`src/rtl/jet_feature_bn_loader.sv`:
```
// ---------------------------------------------------------------------------
// jet_feature_bn_loader
//
// Input stage of the jet-tagging network. Raw jet features arrive one per
// beat on a valid/ready stream. Each beat is batch-normalised with its own
// fixed-point scale and bias, rounded half-up, saturated to WIDTH bits and
// written into a staging bank. When the last beat of a frame has been taken,
// the staging bank is copied into a separate output bank. output_ready then
// pulses for one cycle to tell the first dense layer that a new vector is
// available.
//
// Parameters:
//   WIDTH       data width (signed fixed point)
//   NFRAC       fractional bits shared by data, scale and bias
//   N_FEATURES  features per frame
//   SCALE/BIAS  per-feature multiplier / offset, indexed by beat position
//   FRAME_GAP   idle cycles forced after each emitted frame
//
// Ports:
//   clk, reset    clock; synchronous active-high reset
//   s_valid       feature beat valid
//   s_ready       beat accepted when s_valid && s_ready (registered)
//   s_data        raw feature, signed
//   s_last        marks the final beat of a frame
//   output_data   normalised vector, element k = beat k (held between frames)
//   output_ready  one-cycle pulse when output_data has been updated
//   sat_flag      valid with output_ready: some feature of the frame clamped
//   frame_err     one-cycle pulse on a framing error
//
// Optional feature: define BN_LAST_CHECK_EN to check s_last against the
// beat counter. Without it, s_last is ignored and frame_err is tied to 0.
// ---------------------------------------------------------------------------
module jet_feature_bn_loader #(
  parameter int WIDTH      = 16,
  parameter int NFRAC      = 10,
  parameter int N_FEATURES = 16,
  parameter logic signed [WIDTH-1:0] SCALE [N_FEATURES-1:0] = '{default: WIDTH'(1 << NFRAC)},
  parameter logic signed [WIDTH-1:0] BIAS  [N_FEATURES-1:0] = '{default: '0},
  parameter int FRAME_GAP  = 0
) (
  input  logic                               clk,
  input  logic                               reset,
  input  logic                               s_valid,
  output logic                               s_ready,
  input  logic signed [WIDTH-1:0]            s_data,
  input  logic                               s_last,
  output logic [N_FEATURES-1:0][WIDTH-1:0]   output_data,
  output logic                               output_ready,
  output logic                               sat_flag,
  output logic                               frame_err
);

  localparam int IDX_W = (N_FEATURES > 1) ? $clog2(N_FEATURES) : 1;
  localparam int GAP_W = (FRAME_GAP > 0) ? $clog2(FRAME_GAP + 1) : 1;
  localparam int PW    = 2 * WIDTH;

  localparam logic [IDX_W-1:0]    LAST_IDX   = IDX_W'(N_FEATURES - 1);
  localparam logic signed [PW-1:0] ROUND_HALF = PW'(1 << (NFRAC - 1));
  localparam logic signed [PW-1:0] SAT_MAX    = PW'((64'sd1 <<< (WIDTH - 1)) - 64'sd1);
  // Bitwise inverse of 0..0111..1 is 1..1000..0, the most negative WIDTH value.
  localparam logic signed [PW-1:0] SAT_MIN    = ~SAT_MAX;

  typedef enum logic [1:0] {
    COLLECT,
    EMIT,
    GAP
  } state_t;

  state_t                            state, state_next;
  logic [IDX_W-1:0]                  idx, idx_next;
  logic [GAP_W-1:0]                  gap_cnt;
  logic                              sat_acc, sat_acc_next;
  logic                              err_next;
  logic [N_FEATURES-1:0][WIDTH-1:0]  staging;

  logic                              accept;
  logic                              at_last;
  logic signed [WIDTH-1:0]           scale_sel, bias_sel;
  logic signed [PW-1:0]              prod, sum;
  logic signed [WIDTH-1:0]           beat_norm;
  logic                              beat_sat;

  // s_ready is only ever high in COLLECT, so a handshake implies COLLECT.
  assign accept  = s_valid && s_ready;
  assign at_last = (idx == LAST_IDX);

  // -------------------------------------------------------------------------
  // Per-beat normalisation: full-width product, add half an LSB, arithmetic
  // shift (floor) gives half-up rounding, then bias and clamp.
  // -------------------------------------------------------------------------
  always_comb begin
    scale_sel = SCALE[idx];
    bias_sel  = BIAS[idx];
    prod      = PW'(s_data) * PW'(scale_sel);
    sum       = ((prod + ROUND_HALF) >>> NFRAC) + PW'(bias_sel);
    // NOTE: every always_comb output gets a default before any branch;
    // a path that leaves one unassigned would infer a latch.
    beat_sat  = 1'b0;
    beat_norm = sum[WIDTH-1:0];
    if (sum > SAT_MAX) begin
      beat_norm = SAT_MAX[WIDTH-1:0];
      beat_sat  = 1'b1;
    end else if (sum < SAT_MIN) begin
      beat_norm = SAT_MIN[WIDTH-1:0];
      beat_sat  = 1'b1;
    end
  end

  // -------------------------------------------------------------------------
  // Next-state, beat counter and saturation accumulator.
  // -------------------------------------------------------------------------
  always_comb begin
    state_next   = state;
    idx_next     = idx;
    sat_acc_next = sat_acc;
    err_next     = 1'b0;
    unique case (state)
      COLLECT: begin
        if (accept) begin
          sat_acc_next = sat_acc | beat_sat;
          if (at_last) begin
            idx_next   = '0;
            state_next = EMIT;
          end else begin
            idx_next   = idx + IDX_W'(1);
          end
`ifdef BN_LAST_CHECK_EN
          // Early s_last: drop the partial frame and start over at beat 0.
          if (s_last && !at_last) begin
            idx_next     = '0;
            sat_acc_next = 1'b0;
            err_next     = 1'b1;
          end
          // Missing s_last on the final beat: flag it but still emit.
          if (!s_last && at_last) begin
            err_next = 1'b1;
          end
`endif
        end
      end
      EMIT: begin
        sat_acc_next = 1'b0;
        state_next   = (FRAME_GAP > 0) ? GAP : COLLECT;
      end
      GAP: begin
        if (gap_cnt == GAP_W'(1)) begin
          state_next = COLLECT;
        end
      end
      default: state_next = COLLECT;
    endcase
  end

  // -------------------------------------------------------------------------
  // State and datapath registers.
  // -------------------------------------------------------------------------
  always_ff @(posedge clk) begin
    // NOTE: sequential state uses non-blocking assignments so every register
    // samples pre-edge values regardless of statement order.
    if (reset) begin
      state        <= COLLECT;
      idx          <= '0;
      gap_cnt      <= '0;
      sat_acc      <= 1'b0;
      s_ready      <= 1'b0;
      output_ready <= 1'b0;
      sat_flag     <= 1'b0;
      // NOTE: both banks are cleared on reset so a reset mid-frame leaves no
      // stale features visible downstream; they are flops, not RAM.
      staging      <= '0;
      output_data  <= '0;
    end else begin
      state        <= state_next;
      idx          <= idx_next;
      sat_acc      <= sat_acc_next;
      s_ready      <= (state_next == COLLECT);
      output_ready <= (state == EMIT);

      if (accept) begin
        staging[idx] <= beat_norm;
      end

      if (state == EMIT) begin
        output_data <= staging;
        sat_flag    <= sat_acc;
        gap_cnt     <= GAP_W'(FRAME_GAP);
      end else if (state == GAP) begin
        gap_cnt <= gap_cnt - GAP_W'(1);
      end
    end
  end

`ifdef BN_LAST_CHECK_EN
  always_ff @(posedge clk) begin
    if (reset) begin
      frame_err <= 1'b0;
    end else begin
      frame_err <= err_next;
    end
  end
`else
  // Framing relies on the beat counter alone; s_last has no effect.
  logic unused_framing;
  assign unused_framing = s_last | err_next;
  assign frame_err      = 1'b0;
`endif

endmodule

```
`config.mk`:
```
export PLATFORM = sky130hd
export DESIGN_NAME = jet_feature_bn_loader
export DESIGN_NICKNAME = d
export VERILOG_FILES = /design/src/rtl/jet_feature_bn_loader.sv
export SDC_FILE = /design/constraint.sdc
export NUM_CORES = 1
export LEC_CHECK = 0
export BUFFER_PORTS_ARGS = -buffer_cell sky130_fd_sc_hd__buf_2
export CELL_PAD_IN_SITES_DETAIL_PLACEMENT = 0
export CELL_PAD_IN_SITES_GLOBAL_PLACEMENT = 1
export CORE_UTILIZATION = 30
export DETAILED_ROUTE_END_ITERATION = 16
export HOLD_SLACK_MARGIN = 0.05
export PLACE_DENSITY_LB_ADDON = 0.25
export SYNTH_ARGS = -nofsm -noshare
export SYNTH_HDL_FRONTEND = slang
export SYNTH_SLANG_ARGS = --single-unit
```
`constraint.sdc`:
```
create_clock -name clk -period 3.97 [get_ports clk]
set_input_delay 0.794 -clock clk [delete_from_list [all_inputs] [get_ports clk]]
set_output_delay 0.794 -clock clk [all_outputs]
set_load 0.005 [all_outputs]
```
* Yosys cells after proc, flatten, opt, wreduce, memory -nomap -nowiden
Memories as Yosys holds them, arrays and structs flattened. A register that Yosys moved wholly into a read port is not among the register bits.
Index checks and enable logic that the tools add are counted.
** Storage, ports and cells
- Register bits :: 523
- Input bits :: 20
- Logic and storage cells :: 83
- ROM bits :: 512
- Memories :: 2
- Output and inout bits :: 260
** Memory list
- (name not given) :: depth 16, bits a word 16, rd ports 1, clocked after memory_dff 1, wr ports 0, RTL line 93 : bias_sel = BIAS[idx];
- (name not given) :: depth 16, bits a word 16, rd ports 1, clocked after memory_dff 1, wr ports 0, RTL line 92 : scale_sel = SCALE[idx];
** Operators by class
- Multiplexer cells :: 20
- Bitwise logic cells :: 1
- $mul :: 1
- Reductions and logical operators :: 8
- Add/subtract/negate cells :: 4
- Order comparisons :: 4
- Equal/unequal tests :: 4
** Operators with widths (number)
- 256-bit bitwise mux :: 1
- 16-bit 2-to-1 mux :: 5
- 16-bit demux with 4-bit select :: 1
- 32-bit by 11-bit adder with 32-bit output (second input constant) :: 1
- 16-bit by 16-bit multiplier with 32-bit output :: 1
- 22-bit by 16-bit adder with 23-bit output :: 1
- 23-bit by 16-bit > comparator with 1-bit output (second input constant) :: 1
- 23-bit by 16-bit less-than comparator with 1-bit output (second input constant) :: 1
- 4-bit 2-to-1 mux :: 5
- 2-bit 2-to-1 mux :: 3
- 4-bit by 5-bit less-than comparator with 1-bit output (second input constant) :: 1
- 4-bit by 1-bit adder with 4-bit output (second input constant) :: 1
- 4-bit == test (second input constant) :: 1
- 4-bit by 1-bit >= comparator with 1-bit output (second input constant) :: 1
- 2-bit logical NOT :: 2
- 2-bit case mux with 2 select lines :: 1
- 2-bit AND reduction :: 2
- 1-bit 2-to-1 mux :: 3
- 2-bit by 1-bit == test with 1-bit output (second input constant) :: 1
- 2-bit == test (second input constant) :: 1
- 1-bit logical AND :: 2
- 2-bit != test (second input constant) :: 1
- 1-bit case mux with 2 select lines :: 1
- 2-bit nonzero test :: 1
- other kinds (3) :: 3

* Depth between registers and ports, before layout
Gate-level depths: netlist of the first run.
- Depth after elaboration :: 11
- Depth in mapped cells :: 8
- Mapped depth without buffers :: 5

* Worst setup path after synthesis of the first run
OpenSTA, ideal clock, no wires.
- Kind :: in2reg
- Start point :: input port s_valid
- End point :: register staging[246] in the netlist's numbering
- Slack :: 2.123 ns
- Data required time :: 3.898 ns
- Stages on the path :: 6
- Setup time :: 0.072 ns
- Path buffers :: 3
- Data arrival time :: 1.775 ns
- Cells stage by stage :: and3_1 > buf_2 > nand3_1 > buf_2 > buf_4 > mux2i_1
** On the way
- Word-level cells in the longest chain between the ends :: 1
** Ends and longest elaborated chain
- start, declared :: RTL line 43 : input logic s_valid,
- 1-bit logical AND :: RTL line 84 : assign accept = s_valid && s_ready;
- end signal, assigned by index :: RTL line 180 : staging[idx] <= beat_norm;
- end, declared :: RTL line 74 : logic [N_FEATURES-1:0][WIDTH-1:0] staging;
Every way passes these cells.
A chain may end at the register's enable or synchronous reset.

* Worst setup path after layout of the first run
- Start point :: register state[1]
- End point :: register output_data[167] in the netlist's numbering
** On the way
- Word-level cells in the longest chain between the ends :: 1
** Ends and longest elaborated chain
- start, declared :: RTL line 69 : state_t state, state_next;
- start signal, assigned :: RTL line 173 : state <= state_next;
- 2-bit by 1-bit == test with 1-bit output :: RTL line 183 : if (state == EMIT) begin
- end signal, assigned :: RTL line 184 : output_data <= staging;
- end, declared :: RTL line 47 : output logic [N_FEATURES-1:0][WIDTH-1:0] output_data,
Every way passes these cells.

==> results of run 1 <==
[where the power goes]
| group | total [mW] | internal [mW] | leakage [nW] | switching, mW |
|---|---|---|---|---|
| sequential | 5.27 | 5.26 | 4.21 | 0.00957 |
| clock | 5.06 | 2.92 | 0.860 | 2.14 |
| combinational | 0.293 | 0.0858 | 5.37 | 0.207 |
| total | 10.6 | 8.27 | 10.4 | 2.35 |
[area by class of cell]
class / count / area, um2 / share of cell area
clock buffers: 86 / 1620 / 0.0742
repair buffers: 298 / 1590 / 0.0730
flip-flops and latches: 523 / 10500 / 0.481
well taps: 782 / 978 / 0.0450
inverters: 2 / 7.51 / 0.000345
clock inverters: 12 / 156 / 0.00719
multi-input cells: 845 / 6940 / 0.319
[registers in the layout, summed over array words and instances (netlist names)]
register / cells
output_ready: 1
output_data: 256
sat_flag: 1
gap_cnt: 1
staging: 256
idx: 4
sat_acc: 1
s_ready: 1
state: 2
[synth_stat cells, drive strengths merged]
library cell  count  share of area
a21oi             5         0.0014
a22o            257           0.12
a31oi             1        0.00034
and2              2        0.00069
and3              4         0.0014
buf              88          0.034
clkbuf           60          0.012
conb              1        0.00021
dfxtp           523           0.57
ha                4         0.0027
inv               2        0.00041
mux2i           256           0.14
nand2            17         0.0050
nand2b          274          0.094
nand3            10         0.0036
nand4bb           1        0.00062
nor2              3        0.00089
nor2b             3         0.0010
nor3              1        0.00027
nor4              1        0.00069
nor4bb            1        0.00055
o31a              1        0.00048
o31ai             1        0.00041
or3               1        0.00034
or4               1        0.00041
[placed cells by master (no fill, tap or decap), drive strengths merged]
cell and instances:
dfxtp 523, buf 298, nand2b 274, a22o 257, mux2i 256, clkbuf 86
nand2 17, nand3 10, clkinv 8, a21oi 5, and3 4, ha 4
inv 3, nor2b 3, nor2 3, and2 2, bufinv 2, nor4 1
o31ai 1, or4 1, nor4bb 1, nand4bb 1, o31a 1, nor3 1
or3 1, a31oi 1, conb 1, clkinvlp 1
[worst min path at each step]
| stage | startpoint | end | slack, ns | depth (start not counted) |
|---|---|---|---|---|
| after floorplan | gap_cnt | state[1] | 0.42 | 1 |
| after global placement | gap_cnt | state[1] | 0.43 | 1 |
| after detailed placement | gap_cnt | state[1] | 0.44 | 1 |
| after CTS | gap_cnt | state[1] | 0.45 | 1 |
| after global routing | gap_cnt | state[1] | 0.47 | 1 |
| final | gap_cnt | state[1] | 0.44 | 1 |
[layer usage]
metal  vias up  part of all wire  GRT usage
li1       5750                 -          -
met1      5975              0.49      0.236
met2       252              0.44      0.253
met3        70             0.052     0.0405
met4         0             0.022     0.0465
met5         -                 0          0
[critical path, stage by stage (launching register included)]
cell	delay, ns
dfxtp_1	0.50
nand2b_4	0.22
nor2b_4	0.62
buf_4	0.78
a22o_1	0.26
[stage by stage]
stage	setup WS, ns	cells	area (um2)
after global routing	1.28	2548	21800
after global placement	1.07	2450	20000
after CTS	1.43	2548	21800
after floorplan	2.12	1518	18200
final	1.45	2548	21800
after detailed placement	1.06	2450	20000
[cells by family (layout without fill, tap and decap cells)]
family	after synthesis	after routing	synth area share
and+or+nand+nor	319	319	0.110
buffers and inverters	150	398	0.0463
other	1	1	0.000206
muxes	256	256	0.141
DFF	523	523	0.574
adders and majority gates	4	4	0.00275
AOI/OAI and AO/OA	265	265	0.126
==> run metrics, run 1 <==
reg2reg start=state[1]; Setup Fix Bufs, Post-CTS=0; Max FO, Critical Path=~70; synth-to-layout area growth=19.3%; RR Endpoint=output_data[167]; post-synthesis sequential area ratio=0.574; DR vias/cell=4.73; CTS root buf=clkbuf_16; Pre-Repair DR Iteration Count=4; Reg2Reg Depth=4; Tot GR Track Use=0.167; GPL Wtd Cong=0.719; drt total wl=52.8 mm; Cells after Synth=1518; largest net degree at the start of global routing=139; core area=60200 um2; vias in the first global route=11700; Synth Register Bits=523; mapped cell area=18200 um2; Post-CTS Hold Buffers=0; Std-Cell Rows=90; Pwr Total=10.6 mW; setup violators final=0; data required time at the worst endpoint=4.50 ns; final hold viol count=0; post-layout min period=2.52 ns; first-pass GRT wire length=78.7 mm; warnings from Yosys=0; count of cell types in the netlist=31; Slew Limit Headroom=0.279; synthesized area per cell=around 12 um2; PortBufs=277; crit path from=state[1]; Wirelength per Cell=20.7 um; R2R setup slack=between 1 and 1.5 ns; Worst VDD drop=roughly 320 uV; CTS buffer count=56; nets@finish=~1800; H-tree levels=2; CP Capture Type=register; FMAX=397 MHz; Setup Skew=0.0299 ns; layout cell share with drive strength beyond 1=0.226; fin util=0.361; Chip Width=around 250 um; PwrDens=~490 nW/um2; pins over their slew limit=0; initial antenna violation count=0; remaining routing DRC violations=0; number of DRC markers in iteration 0=582; share of the clock period used by the worst path after layout=0.634; antenna fix cells=0; Hold Path Class=register to register; clk sink count=523; critical path arrival=3.05 ns; MaxCap Viol Count=0; Hold WS=approximately 0.44 ns; CP Launch Type=register; post_cts resized=0; Initial Utilization=0.303; via count=12000; Setup TNS=0 ns; status=completed; Lkg Pwr=10.4 nW; I/O pins=280; dpl hpwl=30.6 mm; crit path to=output_data[167]; kind of critical path=register to register; clock tree buffer depth=3; gr ovfl total=0; insertion delay to the later sink of the worst-skew pair=0.62 ns; die area=61800 um2; Die H=249 um; Clock transition at path regs=0.06 ns; Worst Max-Slew Pin Slew=between 1 and 1.5 ns; filler cell count=5961; RSZ-0062 raised after global routing=no; TritonCTS clock tree=yes; Mapped Nets=1542; post-route ant nets=0
Power figures use the tool's default switching activity.
==> inputs of run 2 (changes only) <==
ABC_AREA = 1   (was default)
clock period = 2.45 ns   (was 3.97 ns; I/O delays follow)
==> run 2 against run 1 <==
Compared with the run above:
- cell count grew 31%
- global-route usage grew 1.4 points
- non-clock buffer count shrank 2
- worst setup slack lost 0.96 ns
- clock skew shrank 0.0094 ns
- synthesized cell count grew 53%
- die area shrank 0.23%
==> run metrics, run 2 <==
Pre-Repair DR Iteration Count=5 (+1); Std-Cell Rows=89 (-1.1%); internal power=13.4 mW (+62%); Post-synth top cells=nand2_1 (535), dfxtp_1 (523), nor2_1 (523); Chip Width=248 um (-0.12%); pins over their slew limit=0 (unchanged); drt total wl=57.0 mm (+8.0%); H-tree levels=2 (unchanged); CTS root buf=clkbuf_16; layout cell share with drive strength beyond 1=0.168 (-0.0575); via count=15500 (+28%); Die H=248 um (-0.12%); Setup Fix Bufs, Post-CTS=0 (unchanged); Slew Limit Headroom=0.200 (-0.0790); critical path arrival=2.50 ns (-0.55 ns); post-layout min period=1.96 ns (-0.560 ns); RSZ-0062 raised after global routing=no; Worst Max-Slew Pin Slew=1.20 ns (+0.119 ns); vias in the first global route=14400 (+23%); largest net degree at the start of global routing=232 (+67%); final hold viol count=0 (unchanged); CP Launch Type=register; share of the clock period used by the worst path after layout=0.799 (+0.165); insertion delay to the later sink of the worst-skew pair=0.61 ns (about the same); PortBufs=277 (unchanged); Psw=4.02 mW (+71%); Reg power frac=0.491 (-0.005); CP Capture Type=register; Net Sw Frac=0.230 (+0.00866); setup violators final=0 (unchanged); Cells after Synth=2319 (+53%); area leader, netlist=dfxtp_1; Clock transition at path regs=0.06 ns (about the same); initial antenna violation count=7 (+7); die area=61600 um2 (-0.23%); remaining routing DRC violations=0 (unchanged); kind of critical path=register to register; Initial Utilization=0.306 (+0.00326); most common cell after layout, fill and taps aside=nand2_1; Synth area leaders=dfxtp_1 (58%), nand2_1 (11%), nor2_1 (11%); Clk pwr share=0.481 (+0.005); Worst VDD drop=532 uV (+64%); dpl hpwl=33.2 mm (+8.6%); FMAX=511 MHz (+29%); setup slack after layout=0.493 ns (-0.960 ns); data required time at the worst endpoint=2.99 ns (-1.51 ns); mapped cell area=18200 um2 (-0.23%); first-pass GRT wire length=85.5 mm (+8.6%); Synth Register Bits=523 (unchanged); Top Registers=output_data x256, staging x256, idx x4; Post-CTS Hold Buffers=0 (unchanged); Setup Skew=0.0204 ns (-0.00942 ns); nets@finish=2535 (+45%); status=completed; combinational power share=0.028 (about the same); Async SR Flop Fraction=0 (unchanged); warnings from Yosys=0 (unchanged); Setup TNS=0 ns (unchanged); Post-synth EDFFs=0 (unchanged); Mapped Nets=2343 (+52%); Max FO, Critical Path=17 (-75%); pre-CTS setup slack=0.402 ns (-0.660 ns); post-route cell area=21800 um2 (+0.27%); CTS buffer count=56 (unchanged); R2R setup slack=0.49 ns (-0.96 ns); post_cts resized=0 (unchanged); I/O pins=280 (unchanged); core area=59500 um2 (-1.3%); area post-placement=20000 um2 (about the same); gr ovfl total=0 (unchanged); TritonCTS clock tree=yes; clock tree buffer depth=3 (unchanged); clk sink count=523 (unchanged); synthesized area per cell=7.84 um2 (-35%); post-synthesis sequential area ratio=0.576 (+0.00134); most frequent cells in the layout=nand2_1 (534), nor2_1 (523), dfxtp_1 (523); most frequent cell after synthesis=nand2_1; Tot GR Track Use=0.182 (+0.0141); DR vias/cell=4.64 (-1.9%); GPL Wtd Cong=0.730 (+1.5%); synth-to-layout area growth=19.9%; count of cell types in the netlist=22 (-29%); number of DRC markers in iteration 0=1016 (+75%); Hold Path Class=input port to register; Yosys top cell area share=0.576 (+0.00134); Main synth FF type=dfxtp_1; PwrDens=800 nW/um2 (+64%); Wirelength per Cell=17.1 um (-18%); Lkg Pwr=10.0 nW (-3.9%); post-route ant nets=0 (unchanged); MaxCap Viol Count=0 (unchanged)
==> run 2: final timing paths <==
kind	start	end	cells past startpoint
worst max register to register	idx[0]	staging[58]	7
worst min register to register	staging[90]	output_data[90]	2
worst max-delay path	idx[0]	staging[58]	7
worst min-delay path	reset	state[1]	2
==> run 2: final cells by class <==
| type | instances | area [um2] |
|---|---|---|
| Antenna cell | 4 | 10.0 |
| Clock buffer | 75 | 1590 |
| Clock inverter | 31 | 238 |
| Fill cell | 6283 | 37600 |
| Inverter | 32 | 135 |
| Multi-Input combinational cell | 1602 | 6760 |
| Sequential cell | 523 | 10500 |
| Tap cell | 773 | 967 |
| Timing Repair Buffer | 296 | 1640 |
==> run 2: critical path, cell delays in order, from the launching register on <==
cell and delay [ns]:
dfxtp_1 0.40, ha_1 0.19, inv_1 0.08, nor2_2 0.23
nand2_1 0.41, inv_2 0.39, nor2_1 0.07, nor2_1 0.11
==> run 2: layer usage <==
metal,vias up,share of wire,track usage
met3,69,0.069,0.0367
li1,7796,-,-
met2,408,0.45,0.287
met1,7194,0.46,0.250
met5,-,0.00023,0
met4,2,0.020,0.0493
==> run 2: logic make-up (layout without fill, tap and decap cells) <==
kind of cell / count (synthesis) / after routing / share of synthesized area
AOI/OAI and AO/OA: 262 / 262 / 0.0721
DFF: 523 / 523 / 0.576
adders and majority gates: 4 / 4 / 0.00275
buffers and inverters: 194 / 434 / 0.0531
and+or+nand+nor: 1335 / 1335 / 0.296
other: 1 / 5 / 0.000206
==> run 2: power by group through the flow <==
| stage | combinational, mW | sequential, mW | clock [mW] |
|---|---|---|---|
| after floorplan | 0.299 | 8.75 | 0 |
| after global placement | 0.493 | 8.75 | 0 |
| after detailed placement | 0.498 | 8.76 | 0 |
| after CTS | 0.499 | 8.56 | 8.64 |
| after global routing | 0.548 | 8.57 | 9.00 |
| final | 0.493 | 8.57 | 8.40 |
==> run 2: per-stage QoR <==
stage | util | std cells | total power, mW | hold slack (ns)
floorplan | - | 2319 | 9.05 | 0.410
global placement | 0.336 | 3226 | 9.25 | 0.422
detailed placement | 0.336 | 3226 | 9.25 | 0.428
CTS | 0.367 | 3332 | 17.7 | 0.138
global route | 0.367 | 3332 | 18.1 | 0.164
finish | 0.367 | 3336 | 17.5 | 0.183
